`src/rtl/ltc2324_pkg.sv`:
```
// Shared types and constants for the LTC2324-16 device-side emulator.
// Test pattern feature is enabled with LTC2324_EMU_TESTPATTERN_EN.
package ltc2324_pkg;

    localparam int NBITS_DEF = 16;

    typedef enum logic [1:0] {
        IDLE,
        CONV,
        READY,
        DONE
    } state_e;

    localparam logic [15:0] PAT_CH1 = 16'h1234;
    localparam logic [15:0] PAT_CH4 = 16'h5678;

endpackage

```
`src/rtl/ltc2324_sync_edge.sv`:
```
// Multi-flop synchronizer for an asynchronous pin with
// single-cycle rise/fall pulses on the synchronized level.
module ltc2324_sync_edge #(
    parameter int STAGES = 2
) (
    input  logic clk,
    input  logic rst_n,
    input  logic d_i,
    output logic level_o,
    output logic rise_o,
    output logic fall_o
);

    logic [STAGES-1:0] sync_q;
    logic              prev_q;

    always_ff @(posedge clk or negedge rst_n) begin
        if (!rst_n) begin
            sync_q <= '0;
            prev_q <= 1'b0;
        end else begin
            sync_q <= {sync_q[STAGES-2:0], d_i};
            prev_q <= sync_q[STAGES-1];
        end
    end

    assign level_o = sync_q[STAGES-1];
    assign rise_o  = sync_q[STAGES-1] & ~prev_q;
    assign fall_o  = ~sync_q[STAGES-1] & prev_q;

endmodule

```
`src/rtl/ltc2324_16_emu.sv`:
```
// LTC2324-16 quad serial ADC emulator driven by oversampled CNV/SCK.
// Define LTC2324_EMU_TESTPATTERN_EN to replace ch*_in with internal patterns.
module ltc2324_16_emu
    import ltc2324_pkg::*;
#(
    parameter int T_CONV_CYC  = 24,
    parameter int NBITS       = NBITS_DEF,
    parameter int SYNC_STAGES = 2
) (
    input  logic        clk,
    input  logic        rst_n,
    input  logic        CNV,
    input  logic        SCK,
    input  logic [15:0] ch1_in,
    input  logic [15:0] ch2_in,
    input  logic [15:0] ch3_in,
    input  logic [15:0] ch4_in,
    output logic        SDO1,
    output logic        SDO2,
    output logic        SDO3,
    output logic        SDO4,
    output logic        CLKOUT,
    output logic        busy,
    output logic        overrun
);

    localparam int CW = $clog2(T_CONV_CYC + 1);
    localparam int BW = $clog2(NBITS + 1);

    logic cnv_rise, cnv_lvl_unused, cnv_fall_unused;
    logic sck_lvl, sck_fall, sck_rise_unused;
    logic accept;

    state_e                  state_q, state_d;
    logic [CW-1:0]           cnt_q, cnt_d;
    logic [BW-1:0]           bit_q, bit_d;
    logic [3:0][NBITS-1:0]   sr_q, sr_d;
    logic                    ovr_q, ovr_d;
    logic                    clkout_q;
    logic [3:0][15:0]        smp;

    ltc2324_sync_edge #(.STAGES(SYNC_STAGES)) u_cnv (
        .clk     (clk),
        .rst_n   (rst_n),
        .d_i     (CNV),
        .level_o (cnv_lvl_unused),
        .rise_o  (cnv_rise),
        .fall_o  (cnv_fall_unused)
    );

    ltc2324_sync_edge #(.STAGES(SYNC_STAGES)) u_sck (
        .clk     (clk),
        .rst_n   (rst_n),
        .d_i     (SCK),
        .level_o (sck_lvl),
        .rise_o  (sck_rise_unused),
        .fall_o  (sck_fall)
    );

    // A CNV rise during CONV is not a new conversion, only an overrun.
    assign accept = cnv_rise && (state_q != CONV);

`ifdef LTC2324_EMU_TESTPATTERN_EN
    logic [15:0] pat2_q, pat3_q, pat2_nx, pat3_nx;
    logic        unused_ch;

    assign pat2_nx   = pat2_q + 16'd1;
    assign pat3_nx   = {pat3_q[14:0], 1'b1};
    assign unused_ch = ^{ch1_in, ch2_in, ch3_in, ch4_in};

    always_ff @(posedge clk or negedge rst_n) begin
        if (!rst_n) begin
            pat2_q <= '0;
            pat3_q <= '0;
        end else if (accept) begin
            pat2_q <= pat2_nx;
            pat3_q <= pat3_nx;
        end
    end

    assign smp = {PAT_CH4, pat3_nx, pat2_nx, PAT_CH1};
`else
    assign smp = {ch4_in, ch3_in, ch2_in, ch1_in};
`endif

    always_ff @(posedge clk or negedge rst_n) begin
        if (!rst_n) begin
            state_q  <= IDLE;
            cnt_q    <= '0;
            bit_q    <= '0;
            sr_q     <= '0;
            ovr_q    <= 1'b0;
            clkout_q <= 1'b0;
        end else begin
            state_q  <= state_d;
            cnt_q    <= cnt_d;
            bit_q    <= bit_d;
            sr_q     <= sr_d;
            ovr_q    <= ovr_d;
            clkout_q <= sck_lvl;
        end
    end

    always_comb begin
        state_d = state_q;
        cnt_d   = cnt_q;
        bit_d   = bit_q;
        sr_d    = sr_q;
        ovr_d   = ovr_q;
        unique case (state_q)
            CONV: begin
                if (cnv_rise) ovr_d = 1'b1;
                if (cnt_q == '0) state_d = READY;
                else cnt_d = cnt_q - CW'(1);
            end
            READY: begin
                if (sck_fall) begin
                    for (int i = 0; i < 4; i++)
                        sr_d[i] = {sr_q[i][NBITS-2:0], 1'b0};
                    bit_d = bit_q + BW'(1);
                    if (bit_q == BW'(NBITS - 1)) state_d = DONE;
                end
            end
            default: ;
        endcase
        // Placed last so a new conversion beats a same-cycle shift.
        if (accept) begin
            state_d = CONV;
            cnt_d   = CW'(T_CONV_CYC - 1);
            bit_d   = '0;
            for (int i = 0; i < 4; i++)
                sr_d[i] = NBITS'(smp[i]);
        end
    end

    assign SDO1    = (state_q == READY) & sr_q[0][NBITS-1];
    assign SDO2    = (state_q == READY) & sr_q[1][NBITS-1];
    assign SDO3    = (state_q == READY) & sr_q[2][NBITS-1];
    assign SDO4    = (state_q == READY) & sr_q[3][NBITS-1];
    assign CLKOUT  = clkout_q;
    assign busy    = (state_q == CONV);
    assign overrun = ovr_q;

endmodule

```
`config.mk`:
```
export PLATFORM = sky130hd
export DESIGN_NAME = ltc2324_16_emu
export DESIGN_NICKNAME = d
export VERILOG_FILES = /design/src/rtl/ltc2324_pkg.sv /design/src/rtl/ltc2324_sync_edge.sv /design/src/rtl/ltc2324_16_emu.sv
export SDC_FILE = /design/constraint.sdc
export NUM_CORES = 1
export LEC_CHECK = 0
export BUFFER_PORTS_ARGS = -buffer_cell sky130_fd_sc_hd__buf_2
export CAP_MARGIN = 25
export CORE_ASPECT_RATIO = 0.75
export CORE_MARGIN = 2
export CORE_UTILIZATION = 55
export DETAILED_ROUTE_END_ITERATION = 16
export PLACE_DENSITY = 0.78
export SLEW_MARGIN = 20
export SYNTH_ARGS = -nofsm -noshare
export SYNTH_HDL_FRONTEND = slang
export SYNTH_SLANG_ARGS = --single-unit
```
`constraint.sdc`:
```
create_clock -name clk -period 1.86 [get_ports clk]
set_input_delay 0.093 -clock clk [delete_from_list [all_inputs] [get_ports clk]]
set_output_delay 0.093 -clock clk [all_outputs]
set_load 0.01 [all_outputs]
```
==> impl_metrics.json, run 1 <==
{
  "status": "complete, no violations",
  "cp.buffers_inverters": 1,
  "syn-instance-count": 355,
  "cellPowerDensity_nw_per_um2": 1302,
  "clock-skew-final_ns": 0.01223,
  "holdCritPathClass": "in2reg",
  "synth_flop_cell": "dfrtp_1",
  "ys_seq_area_frac": 0.5237,
  "clockBufferDepth": 2,
  "nets": 556,
  "r2r_end": "sr_q[58]",
  "fin_crit_sh": 0.9264,
  "diodes": 0,
  "grt_overflow_total": 0,
  "ys_top_cells_by_area": "dfrtp_1 (52%), mux2i_1 (16%), nand3_1 (7.7%)",
  "dp_hpwl_um": 5506,
  "grt_pass1_wl_um": 15410,
  "maxCapViolations": 0,
  "ant_nets": 0,
  "leakage_nw": 2.205,
  "grt_pass1_vias": 3173,
  "wl_um": 9347,
  "wl_per_cell_um": 15.90,
  "syn-cell-area_um2": 3966,
  "synth_edf_count": 0,
  "ir_worst_vdd_mv": 0.8461,
  "drc": 0,
  "die_w_um": 102.1,
  "hp-start": "ch3_in[14]",
  "worst-r2r-cell-count": 4,
  "clkTransAtPathRegs_ns": 0.09,
  "vias_per_cell": 5.480,
  "synthDistinctLibCells": 40,
  "dr_total_vias": 3222,
  "first_iter_violations": 176,
  "slowest_delay_ns": 0.64,
  "cts_tree": "done",
  "slew_headroom": 0.5071,
  "core_area_um2": 6897,
  "cp_cell_sequence": "nand2b_2, and2_2, buf_4, o21ai_1",
  "tightest_slew_ns": 0.7394,
  "grt_max_degree": 68,
  "rows": 26,
  "synth_area_leader_cell": "dfrtp_1",
  "final_layout_size_suffix_gt1_frac": 0.2245,
  "clockRootBuffer": "clkbuf_8",
  "synthAdderAreaFrac": 0.009464,
  "synthSimpleGateAreaFrac": 0.1180,
  "crit_family": "simple AND/OR/NAND/NOR gates",
  "async_flop_share": 1.000,
  "holdPathStages": 3,
  "fmax_mhz": 580.3,
  "antenna_found_initial": 0,
  "synth_fp_nets": 426,
  "cp_max_fo": 35,
  "hold_violations": 0,
  "synth-xor-area-share": 0.002208,
  "synthMuxAreaShare": 0.1565,
  "reg2reg_from": "state_q[1]",
  "cts.sinks": 83,
  "rsz0062_at_grt": "false",
  "cts_made_buffers": 9,
  "end_kind": "flop",
  "post_cts_buffers": 0,
  "setup_violations": 0,
  "ys_seq_elements": 83,
  "htreeDepth": 3,
  "netlist.area_leader.share": 0.5237,
  "slowest_stage": "and2_2",
  "reg2reg_slack_ns": 0.14,
  "boundaryPins": 75,
  "final.min_clock_period_ns": 1.723,
  "arrival_ns": 1.95,
  "slew_violations": 0,
  "die-height_um": 77.55,
  "synth_top_family_by_area": "multiplexers",
  "critical_path_class": "reg2reg",
  "avgSynthCellArea_um2": 11.17,
  "power_mw": 6.828,
  "die-area_um2": 7914,
  "groute.usage.overall": 0.2502,
  "ys_warn_count": 0,
  "synth_compound_area_frac": 0.1186,
  "start_kind": "flop",
  "start_util": 0.5751,
  "insertion_delay_ns": 0.35,
  "setup_tns_ns": 0,
  "cp_data_required_time_ns": 2.08,
  "first_pass_iters": 4,
  "area_delta_synth_final_pct": 32.21,
  "finalWeightedCongestion": 0.7958,
  "holdPathEnd": "sr_q[46]",
  "port_buffers": 74
}
## sequential cells by signal (all words and copies together) (netlist names)
| register | count |
|---|---|
| u_sck.prev_q | 1 |
| u_cnv.prev_q | 1 |
| sr_q | 64 |
| bit_q | 5 |
| overrun | 1 |
| u_cnv.sync_q | 2 |
| state_q | 2 |
| u_sck.sync_q | 2 |
| cnt_q | 5 |
## per-layer routing
metal	vias up	part of all wire	track usage
li1	1543	-	-
met1	1563	0.46	0.3470
met2	95	0.48	0.3928
met3	21	0.045	0.05405
met4	0	0.020	0.08533
met5	-	0	0
## tightest hold or removal path, delay by kind of cell
| kind | cells | cell delay (ns) |
|---|---|---|
| AO/OA/AOI/OAI | 1 | 0.06 |
| buffers and inverters | 1 | 0.11 |
| AND/OR/NAND/NOR | 1 | 0.06 |
## report_power, final
group	leakage, nW	internal (mW)	total (mW)	switching (mW)
Combinational	1.07	0.984	2.19	1.20
Clock	0.115	0.927	1.57	0.641
Sequential	1.02	2.58	3.07	0.489
Total	2.21	4.49	6.83	2.33
## cells by family (layout without fill, tap and decap cells)
group / after synthesis / after routing
mux: 62 / 62
xor+xnor: 1 / 1
fa+ha+maj: 3 / 3
flops: 83 / 83
simple gates: 88 / 88
buf+inv: 36 / 171
compound gates: 82 / 82
## synthesized netlist by cell type, types with 2 or more instances
cell      number
a21oi_1        6
a22o_1         4
and2_1         5
buf_12         6
buf_2          9
buf_6          4
clkbuf_1       5
clkbuf_2       5
dfrtp_1       83
ha_1           3
inv_1          5
mux2i_1       62
nand2_1        2
nand3_1       61
nor2_1         8
nor3_1         2
o21ai_0        7
o21ai_1       55
or3_1          2
## cell usage in the layout (no fill, tap or decap), types with 2 or more instances in the layout
| cell type | instances |
|---|---|
| dfrtp_1 | 83 |
| buf_2 | 73 |
| dlygate4sd3_1 | 64 |
| mux2i_1 | 62 |
| nand3_1 | 61 |
| o21ai_1 | 55 |
| clkbuf_8 | 10 |
| nor2_1 | 8 |
| o21ai_0 | 7 |
| buf_4 | 7 |
| a21oi_1 | 6 |
| inv_1 | 5 |
| clkinvlp_4 | 4 |
| and2_1 | 4 |
| a22o_1 | 4 |
| buf_12 | 4 |
| ha_1 | 3 |
| bufinv_16 | 3 |
| nor3_1 | 2 |
| or3_1 | 2 |
| nand2_1 | 2 |
## how the worst max path moves through the flow
stage / startpoint / endpoint / slack [ns] / cells past startpoint
3_3_place_gp: state_q[1] / cnt_q[3] / 0.23 / 5
6_report: state_q[1] / sr_q[58] / 0.14 / 4
5_1_grt: state_q[1] / sr_q[58] / 0.04 / 4
3_5_place_dp: state_q[1] / cnt_q[3] / 0.11 / 5
4_1_cts: state_q[1] / busy / 0.009 / 4
2_1_floorplan: cnt_q[0] / cnt_q[1] / 0.31 / 5
## metrics by stage
step                hold slack (ns)  utilization  setup slack, ns  cell area [um2]  instances
floorplan                   -0.2026            -           0.3136             3966        355
global route               0.006840       0.7603          0.03557             5244        588
finish                     0.007834       0.7603           0.1369             5244        588
detailed placement           0.1014       0.6301           0.1072             4345        508
CTS                        0.003077       0.7578         0.009429             5226        587
global placement            0.09457       0.6301           0.2309             4345        508
## cell type report
cell class,count,area [um2]
flip-flops and latches,83,2077
fillers,459,1653
multi-input cells,236,1618
repair buffers,149,1150
clock buffers,10,137.6
well taps,98,122.6
clock inverters,6,112.6
inverters,6,26.28
## what timing repair did
action / CTS / global route
setup endpoints to repair: 0 / 3
resized for setup: 0 / 2
hold buffers: 63 / 1
endpoints found under the hold margin: 98 / 1
Note: power is estimated with default switching activity, not from simulation.
==> run 2: changes to the inputs <==
--- a/config.mk
+++ b/config.mk
@@ -5,13 +5,14 @@
 export SDC_FILE = /design/constraint.sdc
 export NUM_CORES = 1
 export LEC_CHECK = 0
-export BUFFER_PORTS_ARGS = -buffer_cell sky130_fd_sc_hd__buf_2
 export CAP_MARGIN = 25
 export CORE_ASPECT_RATIO = 0.75
 export CORE_MARGIN = 2
 export CORE_UTILIZATION = 55
 export DETAILED_ROUTE_END_ITERATION = 16
-export PLACE_DENSITY = 0.78
+export DONT_BUFFER_PORTS = 1
+export MAX_ROUTING_LAYER = met4
+export PLACE_DENSITY = 0.69
 export SLEW_MARGIN = 20
 export SYNTH_ARGS = -nofsm -noshare
 export SYNTH_HDL_FRONTEND = slang
==> impl_metrics.json, run 2 (synthesis results as in run 1) <==
{
  "drc": 0,
  "clkTransAtPathRegs_ns": 0.07,
  "port_buffers": 0,
  "insertion_delay_ns": 0.34,
  "nets": 481,
  "cp_max_fo": 26,
  "post_cts_buffers": 0,
  "first_iter_violations": 121,
  "setup_violations": 0,
  "fin_crit_sh": 0.9102,
  "end_kind": "flop",
  "regMostFlops": "sr_q",
  "top_regs": "sr_q x64, bit_q x5, cnt_q x5",
  "final_layout_size_suffix_gt1_frac": 0.07246,
  "status": "finished, violations left",
  "diodes": 0,
  "r2r_end": "cnt_q[1]",
  "dp_hpwl_um": 4946,
  "cts_tree": "done",
  "htreeDepth": 3,
  "leakage_nw": 1.882,
  "final.min_clock_period_ns": 1.693,
  "first_pass_iters": 4,
  "clockBufferDepth": 2,
  "antenna_found_initial": 0,
  "hold_violations": 83,
  "die_w_um": 102.1,
  "grt_pass1_wl_um": 14000,
  "stdcell_area_um2": 4796,
  "reg2reg_slack_ns": 0.17,
  "holdCritPathClass": "in2async",
  "cp_data_required_time_ns": 2.09,
  "largest_reg_flops": 64,
  "final_common_cell": "dfrtp_1",
  "rows": 26,
  "critical_path_class": "reg2reg",
  "cts_made_buffers": 9,
  "cts.sinks": 83,
  "tightest_slew_ns": 0.7138,
  "ant_nets": 0,
  "wl_per_cell_um": 16.77,
  "grt_max_degree": 84,
  "die-area_um2": 7914,
  "core_area_um2": 6897,
  "finalWeightedCongestion": 0.8235,
  "maxCapViolations": 0,
  "slew_violations": 0,
  "clock-skew-final_ns": 0.009745,
  "start_util": 0.5751,
  "wl_um": 8584,
  "cellPowerDensity_nw_per_um2": 1322,
  "start_kind": "flop",
  "clockRootBuffer": "clkbuf_8",
  "grt_overflow_total": 0,
  "groute.usage.overall": 0.2351,
  "final_cell_mix": "dfrtp_1 (83), dlygate4sd3_1 (66), mux2i_1 (62), nand3_1 (61), o21ai_1 (55)",
  "fillCellCount": 502,
  "hold_buffers": 66,
  "vias_per_cell": 5.668,
  "die-height_um": 77.55,
  "fmax_mhz": 590.7,
  "setup_tns_ns": 0,
  "arrival_ns": 1.92,
  "reg2reg_from": "state_q[1]",
  "violations": "hold timing",
  "whs_ns": -0.5599,
  "rsz0062_at_grt": "false",
  "boundaryPins": 75,
  "grt_pass1_vias": 2942,
  "post_dp_cell_area_um2": 3938,
  "power_mw": 6.341,
  "slew_headroom": 0.5241,
  "ir_worst_vdd_mv": 0.7782,
  "worst-r2r-cell-count": 5,
  "area_delta_synth_final_pct": 20.91,
  "dr_total_vias": 2902
}
==> run 2: worst max-delay path by stage <==
stage | to | slack, ns | startpoint
5_1_grt | cnt_q[1] | 0.03 | state_q[1]
4_1_cts | cnt_q[1] | 0.11 | state_q[1]
2_1_floorplan | cnt_q[1] | 0.31 | cnt_q[0]
3_5_place_dp | cnt_q[1] | 0.13 | state_q[1]
3_3_place_gp | cnt_q[3] | 0.19 | state_q[1]
6_report | cnt_q[1] | 0.17 | state_q[1]
==> run 2: cell type report <==
class / instances / area, um2 / area share
Timing Repair Buffer: 74 / 758.2 / 0.1581
Tap cell: 98 / 122.6 / 0.02557
Multi-Input combinational cell: 236 / 1618 / 0.3373
Clock buffer: 13 / 158.9 / 0.03313
Sequential cell: 83 / 2077 / 0.4331
Clock inverter: 2 / 35.03 / 0.007305
Inverter: 6 / 26.28 / 0.005479
==> run 2: report_power, final <==
group          internal (mW)  switching (mW)  total (mW)
logic                  0.900            1.10        2.00
registers               2.58           0.485        3.07
clock network          0.686           0.586        1.27
total                   4.17            2.17        6.34
==> run 2: stage by stage <==
step | utilization | setup slack, ns | cells
2_1_floorplan | - | 0.3136 | 355
3_3_place_gp | 0.5709 | 0.1878 | 431
3_5_place_dp | 0.5709 | 0.1333 | 431
4_1_cts | 0.6948 | 0.1080 | 512
5_1_grt | 0.6954 | 0.03032 | 512
6_report | 0.6954 | 0.1670 | 512
==> run 2: what timing repair did <==
item | in CTS | in global routing
endpoints found under the setup margin | 0 | 2
resized for setup | 0 | 1
endpoints found under the hold margin | 149 | 83
==> run 2: critical path, stage by stage, from the launching register on <==
cell,delay (ns)
dfrtp_1,0.41
nand2b_2,0.16
buf_4,0.30
clkinvlp_4,0.27
o21a_1,0.19
o31a_1,0.25
==> run 2: routing by layer <==
| layer | GRT usage | vias up | routed length (um) | share of wire |
|---|---|---|---|---|
| met3 | 0.06847 | 12 | 472 | 0.055 |
| met2 | 0.3559 | 94 | 4160 | 0.48 |
| met4 | 0.08133 | 0 | 140 | 0.016 |
| li1 | - | 1384 | - | - |
| met1 | 0.3052 | 1412 | 3810 | 0.44 |
| met5 | - | - | 0 | 0 |
